[src/rtl/cdc_hs_tx.sv]
// Source half of a 4-phase req/ack bus synchronizer: holds data_o steady until ack rises and falls.
// Optional handshake watchdog driving err_o is built only when CDC_HS_TIMEOUT_EN is defined.
module cdc_hs_tx #(
    parameter int DATA_WIDTH      = 8,
    parameter int ACK_SYNC_STAGES = 2,
    parameter int TIMEOUT_CYCLES  = 1024
) (
    input  logic                  clk,
    input  logic                  reset_n,
    input  logic                  in_valid,
    output logic                  in_ready,
    input  logic [DATA_WIDTH-1:0] in_data,
    output logic [DATA_WIDTH-1:0] data_o,
    output logic                  req_o,
    input  logic                  ack_i,
    output logic                  busy_o,
    output logic                  done_o,
    output logic                  err_o
);

    // state | meaning
    // IDLE  | ready for a word, req_o low, last word still held on data_o
    // REQ   | req_o high, waiting for synchronized ack to rise
    // DROP  | req_o low, waiting for synchronized ack to fall
    typedef enum logic [1:0] {
        IDLE = 2'd0,
        REQ  = 2'd1,
        DROP = 2'd2
    } state_t;

    if (ACK_SYNC_STAGES < 2) begin : g_bad_stages
        $error("cdc_hs_tx: ACK_SYNC_STAGES must be at least 2");
    end
    if (TIMEOUT_CYCLES < 1) begin : g_bad_timeout
        $error("cdc_hs_tx: TIMEOUT_CYCLES must be at least 1");
    end

    state_t                     state;
    logic [ACK_SYNC_STAGES-1:0] ack_sync;
    logic                       ack_s;

    always_ff @(posedge clk) begin
        if (!reset_n) begin
            ack_sync <= '0;
        end else begin
            ack_sync <= {ack_sync[ACK_SYNC_STAGES-2:0], ack_i};
        end
    end

    assign ack_s = ack_sync[ACK_SYNC_STAGES-1];

    always_ff @(posedge clk) begin
        if (!reset_n) begin
            state    <= IDLE;
            in_ready <= 1'b1;
            req_o    <= 1'b0;
            busy_o   <= 1'b0;
            done_o   <= 1'b0;
            data_o   <= '0;
        end else begin
            done_o <= 1'b0;
            case (state)
                IDLE: begin
                    // a stale high ack_s is ignored here; REQ simply exits on its first cycle
                    if (in_valid) begin
                        data_o   <= in_data;
                        req_o    <= 1'b1;
                        in_ready <= 1'b0;
                        busy_o   <= 1'b1;
                        state    <= REQ;
                    end
                end
                REQ: begin
                    if (ack_s) begin
                        req_o <= 1'b0;
                        state <= DROP;
                    end
                end
                DROP: begin
                    if (!ack_s) begin
                        in_ready <= 1'b1;
                        busy_o   <= 1'b0;
                        done_o   <= 1'b1;
                        state    <= IDLE;
                    end
                end
                default: begin
                    in_ready <= 1'b1;
                    req_o    <= 1'b0;
                    busy_o   <= 1'b0;
                    state    <= IDLE;
                end
            endcase
        end
    end

`ifdef CDC_HS_TIMEOUT_EN
    localparam int CNT_W = $clog2(TIMEOUT_CYCLES + 1);
    localparam logic [CNT_W-1:0] CNT_LIMIT = CNT_W'(TIMEOUT_CYCLES);

    logic [CNT_W-1:0] wd_cnt;
    logic [CNT_W-1:0] wd_next;
    logic             state_chg;

    always_comb begin
        state_chg = 1'b0;
        case (state)
            IDLE:    state_chg = in_valid;
            REQ:     state_chg = ack_s;
            DROP:    state_chg = !ack_s;
            default: state_chg = 1'b1;
        endcase
    end

    assign wd_next = (wd_cnt == '1) ? wd_cnt : wd_cnt + 1'b1;

    always_ff @(posedge clk) begin
        if (!reset_n) begin
            wd_cnt <= '0;
            err_o  <= 1'b0;
        end else if (state_chg || state == IDLE) begin
            wd_cnt <= '0;
        end else begin
            wd_cnt <= wd_next;
            // watchdog only flags; the handshake keeps waiting for the destination
            if (wd_next >= CNT_LIMIT) begin
                err_o <= 1'b1;
            end
        end
    end
`else
    assign err_o = 1'b0;
`endif

endmodule
[config.mk]
export PLATFORM = sky130hd
export DESIGN_NAME = cdc_hs_tx
export DESIGN_NICKNAME = d
export VERILOG_FILES = /design/src/rtl/cdc_hs_tx.sv
export SDC_FILE = /design/constraint.sdc
export NUM_CORES = 1
export LEC_CHECK = 0
export CAP_MARGIN = 40
export CELL_PAD_IN_SITES_DETAIL_PLACEMENT = 0
export CELL_PAD_IN_SITES_GLOBAL_PLACEMENT = 1
export CORE_AREA = 5 5 48 71
export DETAILED_ROUTE_END_ITERATION = 8
export DIE_AREA = 0 0 53 76
export PLACE_DENSITY = 0.73
export SYNTH_ARGS = -nofsm -noshare
export SYNTH_HDL_FRONTEND = slang
export SYNTH_SLANG_ARGS = --single-unit
[constraint.sdc]
create_clock -name clk -period 1.3 [get_ports clk]
set_input_delay 0.26 -clock clk [delete_from_list [all_inputs] [get_ports clk]]
set_output_delay 0.26 -clock clk [all_outputs]
set_load 0.005 [all_outputs]
Word level (Yosys, flattened, before mapping)
Cells that the tools add are included.
{"block": "totals", "reg_bits": 16, "word_cells": 33, "n_memories": 0, "latchBits": 0, "romBits": 0, "mem_bits_rw": 0}
{"block": "classes", "n_eq_ne": 5, "multipliers": 0, "shift": 0, "muxes": 13, "n_reduce_logical": 6, "n_addsub": 0, "n_div": 0, "bitwise_logic": 2, "n_lt_le_gt_ge": 0}
{"op": "1-bit one-hot mux with 3 select lines", "count": 3}
{"op": "3-bit AND reduction", "count": 3}
{"op": "1-bit two-way mux", "count": 6}
{"op": "2-bit two-way mux", "count": 3}
{"op": "2-bit inequality test (second input constant)", "count": 3}
{"op": "2-bit one-hot mux with 3 select lines", "count": 1}
{"op": "2-bit AND reduction", "count": 2}
{"op": "2-bit by 1-bit equality test with 1-bit output (second input constant)", "count": 1}
{"op": "2-bit equality test (second input constant)", "count": 1}
{"op": "2-bit logical NOT", "count": 1}
{"op": "1-bit NOT", "count": 2}

Longest topological paths before layout
{"block": "depth", "ltp_word": 3, "ltp_mapped": 6, "ltp_nobuf": 3}

Least setup slack after synthesis
Ideal clock, no wire load.
{"block": "synth_timing", "path_type": "flip-flop to flip-flop", "from": "register state[0]", "to": "register data_o[1]", "arrival_ns": 1.148, "synth_period_minus_slack_ns": 1.261, "required_ns": 1.186, "n_path_buf": 3, "path_stages_with_launch": 7, "setup_slack_ns": 0.039, "path_cell_list": "dfxtp_1 > buf_6 > or3b_1 > buf_6 > buf_12 > nand3_2 > o21ai_2"}
{"block": "synth_between", "elab_chain_cells": 2}
{"element": "start: declaration", "line_no": "38", "source": "state_t state;"}
{"element": "start signal: assignment", "line_no": "54", "source": "state <= IDLE;"}
{"element": "start signal: assignment", "line_no": "70", "source": "state <= REQ;"}
{"element": "start signal: assignment", "line_no": "76", "source": "state <= DROP;"}
{"element": "2-bit logical NOT", "line_no": "62", "source": "case (state)"}
{"element": "2-bit AND reduction (no source line)"}
{"element": "end signal: assignment", "line_no": "66", "source": "data_o <= in_data;"}
{"element": "end: declaration", "line_no": "13", "source": "output logic [DATA_WIDTH-1:0] data_o,"}
No other way between the ends.
A chain may end at the register's enable or synchronous reset.

Worst setup path in the final report
{"block": "layout_timing", "from": "register state[1]", "to": "register data_o[0]"}
Same word-level chain as after synthesis.

==> metrics <==
critical path's top delay family=simple AND/OR/NAND/NOR gates; power after layout=1.19 mW; Min-Delay Endpoint=ack_sync[1]; DRT Pass-1 Iters=2; Worst EP arrival=1.28 ns; Mean Syn Cell Area=9.68 um2; FF-to-FF End=data_o[0]; Clk Latency, worst-skew pair=0.25 ns; fin nets=110; port bufs=23; # diodes=0; Syn Nets=80; initial core utilization=23.6%; post-synthesis cell type count=24; largest net degree at the start of global routing=17; met2 Use GR=10.3%; Max IR drop VDD=628 uV; Placer Congestion=0.641; flop-to-flop setup slack=0.16 ns; Routed Antenna Nets=0; Row Count=24; area delta synth->final=54.8%; worst r2r path cells=4; hold path startpoint=ack_sync[0]; Wirelength per Cell=10.3 um; violation count after the first detailed-routing iteration=24; P_leak=0.455 nW; final period utilization=87.7%; Hold Crit Class=register to register; met1 Usage GRT=9.22%; CP Buf/Inv Count=1; TritonCTS Buffers=3; final setup fails=0; Critical Path Sink Type=register; critical path's slowest cell=or3b_4; DP Wirelength=999 um; GRT met3 Usage=2.15%; CP required=1.44 ns; YS warnings=0; Worst-path clk slew=0.06 ns; Worst Path Max Fanout=8; post-synthesis sequential area ratio=48.7%; CP max stage delay=0.43 ns; Boundary Pins=25; CP Launch Type=register; hold depth=1; final worst clock skew=0.00121 ns; DIE AREA=4030 um2; GR peak layer=met2; GR Util All Layers=7.24%; first-pass GRT wire length=2300 um; Setup CP Type=register to register; #FFs+latches synth=16; H-tree depth=1; PwrDens=1170 nW/um2; share of cells above drive strength 1=26.8%; clock sinks=16; R2R Path Start=state[1]; fmax=878 MHz; final hold viol count=0; RSZ-0062 raised after global routing=no; max_cap viols=0; worst hold slack=0.433 ns; total global routing overflow=0; core area=2790 um2; # hold bufs at CTS=0; Clock Root Buffer=clkbuf_8; clock buffer depth=2; CP Cell Sequence=or3b_4, buf_12, nand3_1, o21ai_2; Mapped Area=658 um2; outcome=finished, final reports clean; vias in the first global route=587; CTS tree=yes; vias per std cell=4.03; initial antenna violation count=0; shortest period the worst path allows=1.14 ns; WL final=1400 um; cells after synthesis=68; DRC viols=0; Vias=548; Die Span X=53 um; final slew viol count=0; die height=76 um
## through the flow
step / area (um2) / util (%) / setup TNS [ns] / instances / setup slack, ns
3_3_place_gp: 932 / 33.4 / -2.06 / 131 / -0.258
6_report: 1020 / 36.5 / 0 / 136 / 0.161
3_5_place_dp: 932 / 33.4 / -2.35 / 131 / -0.287
5_1_grt: 1020 / 36.5 / 0 / 136 / 0.127
4_1_cts: 980 / 35.1 / 0 / 135 / 0.0120
2_1_floorplan: 658 / - / 0 / 68 / 0.0388
## worst max path at each step
stage,startpoint,endpoint,slack (ns),cells past startpoint
detailed placement,in_valid,data_o[5],-0.29,5
global route,state[1],data_o[3],0.13,4
global placement,in_valid,data_o[6],-0.26,5
CTS,in_valid,data_o[6],0.01,5
finish,state[1],data_o[0],0.16,4
floorplan,state[0],data_o[1],0.04,6
## registers in the layout, indices dropped and copies added (netlist names)
register and count:
ack_sync 2, busy_o 1, data_o 8, done_o 1, in_ready 1, req_o 1, state 2
## where the power goes
part           leakage [nW]  total (mW)  switching [mW]  internal [mW]
sequential            0.132       0.546          0.0195          0.527
clock                0.0288       0.438           0.169          0.268
combinational         0.294       0.203          0.0836          0.119
total                 0.455        1.19           0.272          0.914
## routing by layer
layer,up-vias,share of wire (%)
li1,285,-
met1,242,49
met3,0,5.4
met5,-,0
met2,21,46
met4,0,0
## worst reg2reg max path, cell delays in order (launching register included)
cell	delay (ns)
dfxtp_1	0.32
or3b_4	0.43
buf_12	0.15
nand3_1	0.09
o21ai_2	0.05
## cells by family after synthesis
logic type | count (synthesis) | share of synthesized area (%)
buf+inv | 7 | 9.32
other cells | 1 | 0.570
simple gates | 29 | 24.3
xor+xnor | 1 | 1.33
flops | 16 | 48.7
compound gates | 14 | 15.8
## Yosys cell counts
cell type  number  area share, %
nor2_1          1           0.57
conb_1          1           0.57
nor3_1          1           0.76
or3b_1          1            1.3
nand2_1        10            5.7
o32ai_1         1            1.3
nor2b_1         1           0.95
dfxtp_1        16             49
buf_4           1            1.1
buf_6           2            3.4
and3_1          1           0.95
o21ai_1         2            1.5
nand2b_1        2            1.9
nand3_2         2            3.0
a21oi_1         3            2.3
nand3b_1        1            1.1
clkbuf_1        2            1.1
buf_12          1            3.0
inv_1           1           0.57
nor4bb_1        1            1.5
o21ai_2         8             11
xor2_1          1            1.3
and2_1          2            1.9
nand3_1         6            4.6
## final cells by class
cell class	instances	area, um2
Clock buffer	4	55.1
Fill cell	289	1770
Inverter	1	3.75
Multi-Input combinational cell	45	279
Sequential cell	16	324
Tap cell	39	48.8
Timing Repair Buffer	31	308
## what timing repair did
item                       in CTS  in global routing
cloned                          0                  1
setup buffers                   0                  0
resized for setup              16                  4
setup endpoints to repair      18                  6
## cells in the final DEF (no fill, tap or decap), types with 2 or more instances in the layout
| cell type | count |
|---|---|
| dfxtp_1 | 13 |
| dlygate4sd2_1 | 12 |
| nand2_1 | 10 |
| clkdlybuf4s50_1 | 10 |
| o21ai_2 | 8 |
| nand3_1 | 6 |
| buf_4 | 6 |
| clkbuf_8 | 4 |
| a21oi_1 | 3 |
| dfxtp_2 | 3 |
| and2_1 | 2 |
| nand2b_1 | 2 |
| o21ai_1 | 2 |
| nand3_2 | 2 |
Note: power is estimated with default switching activity, not from simulation.
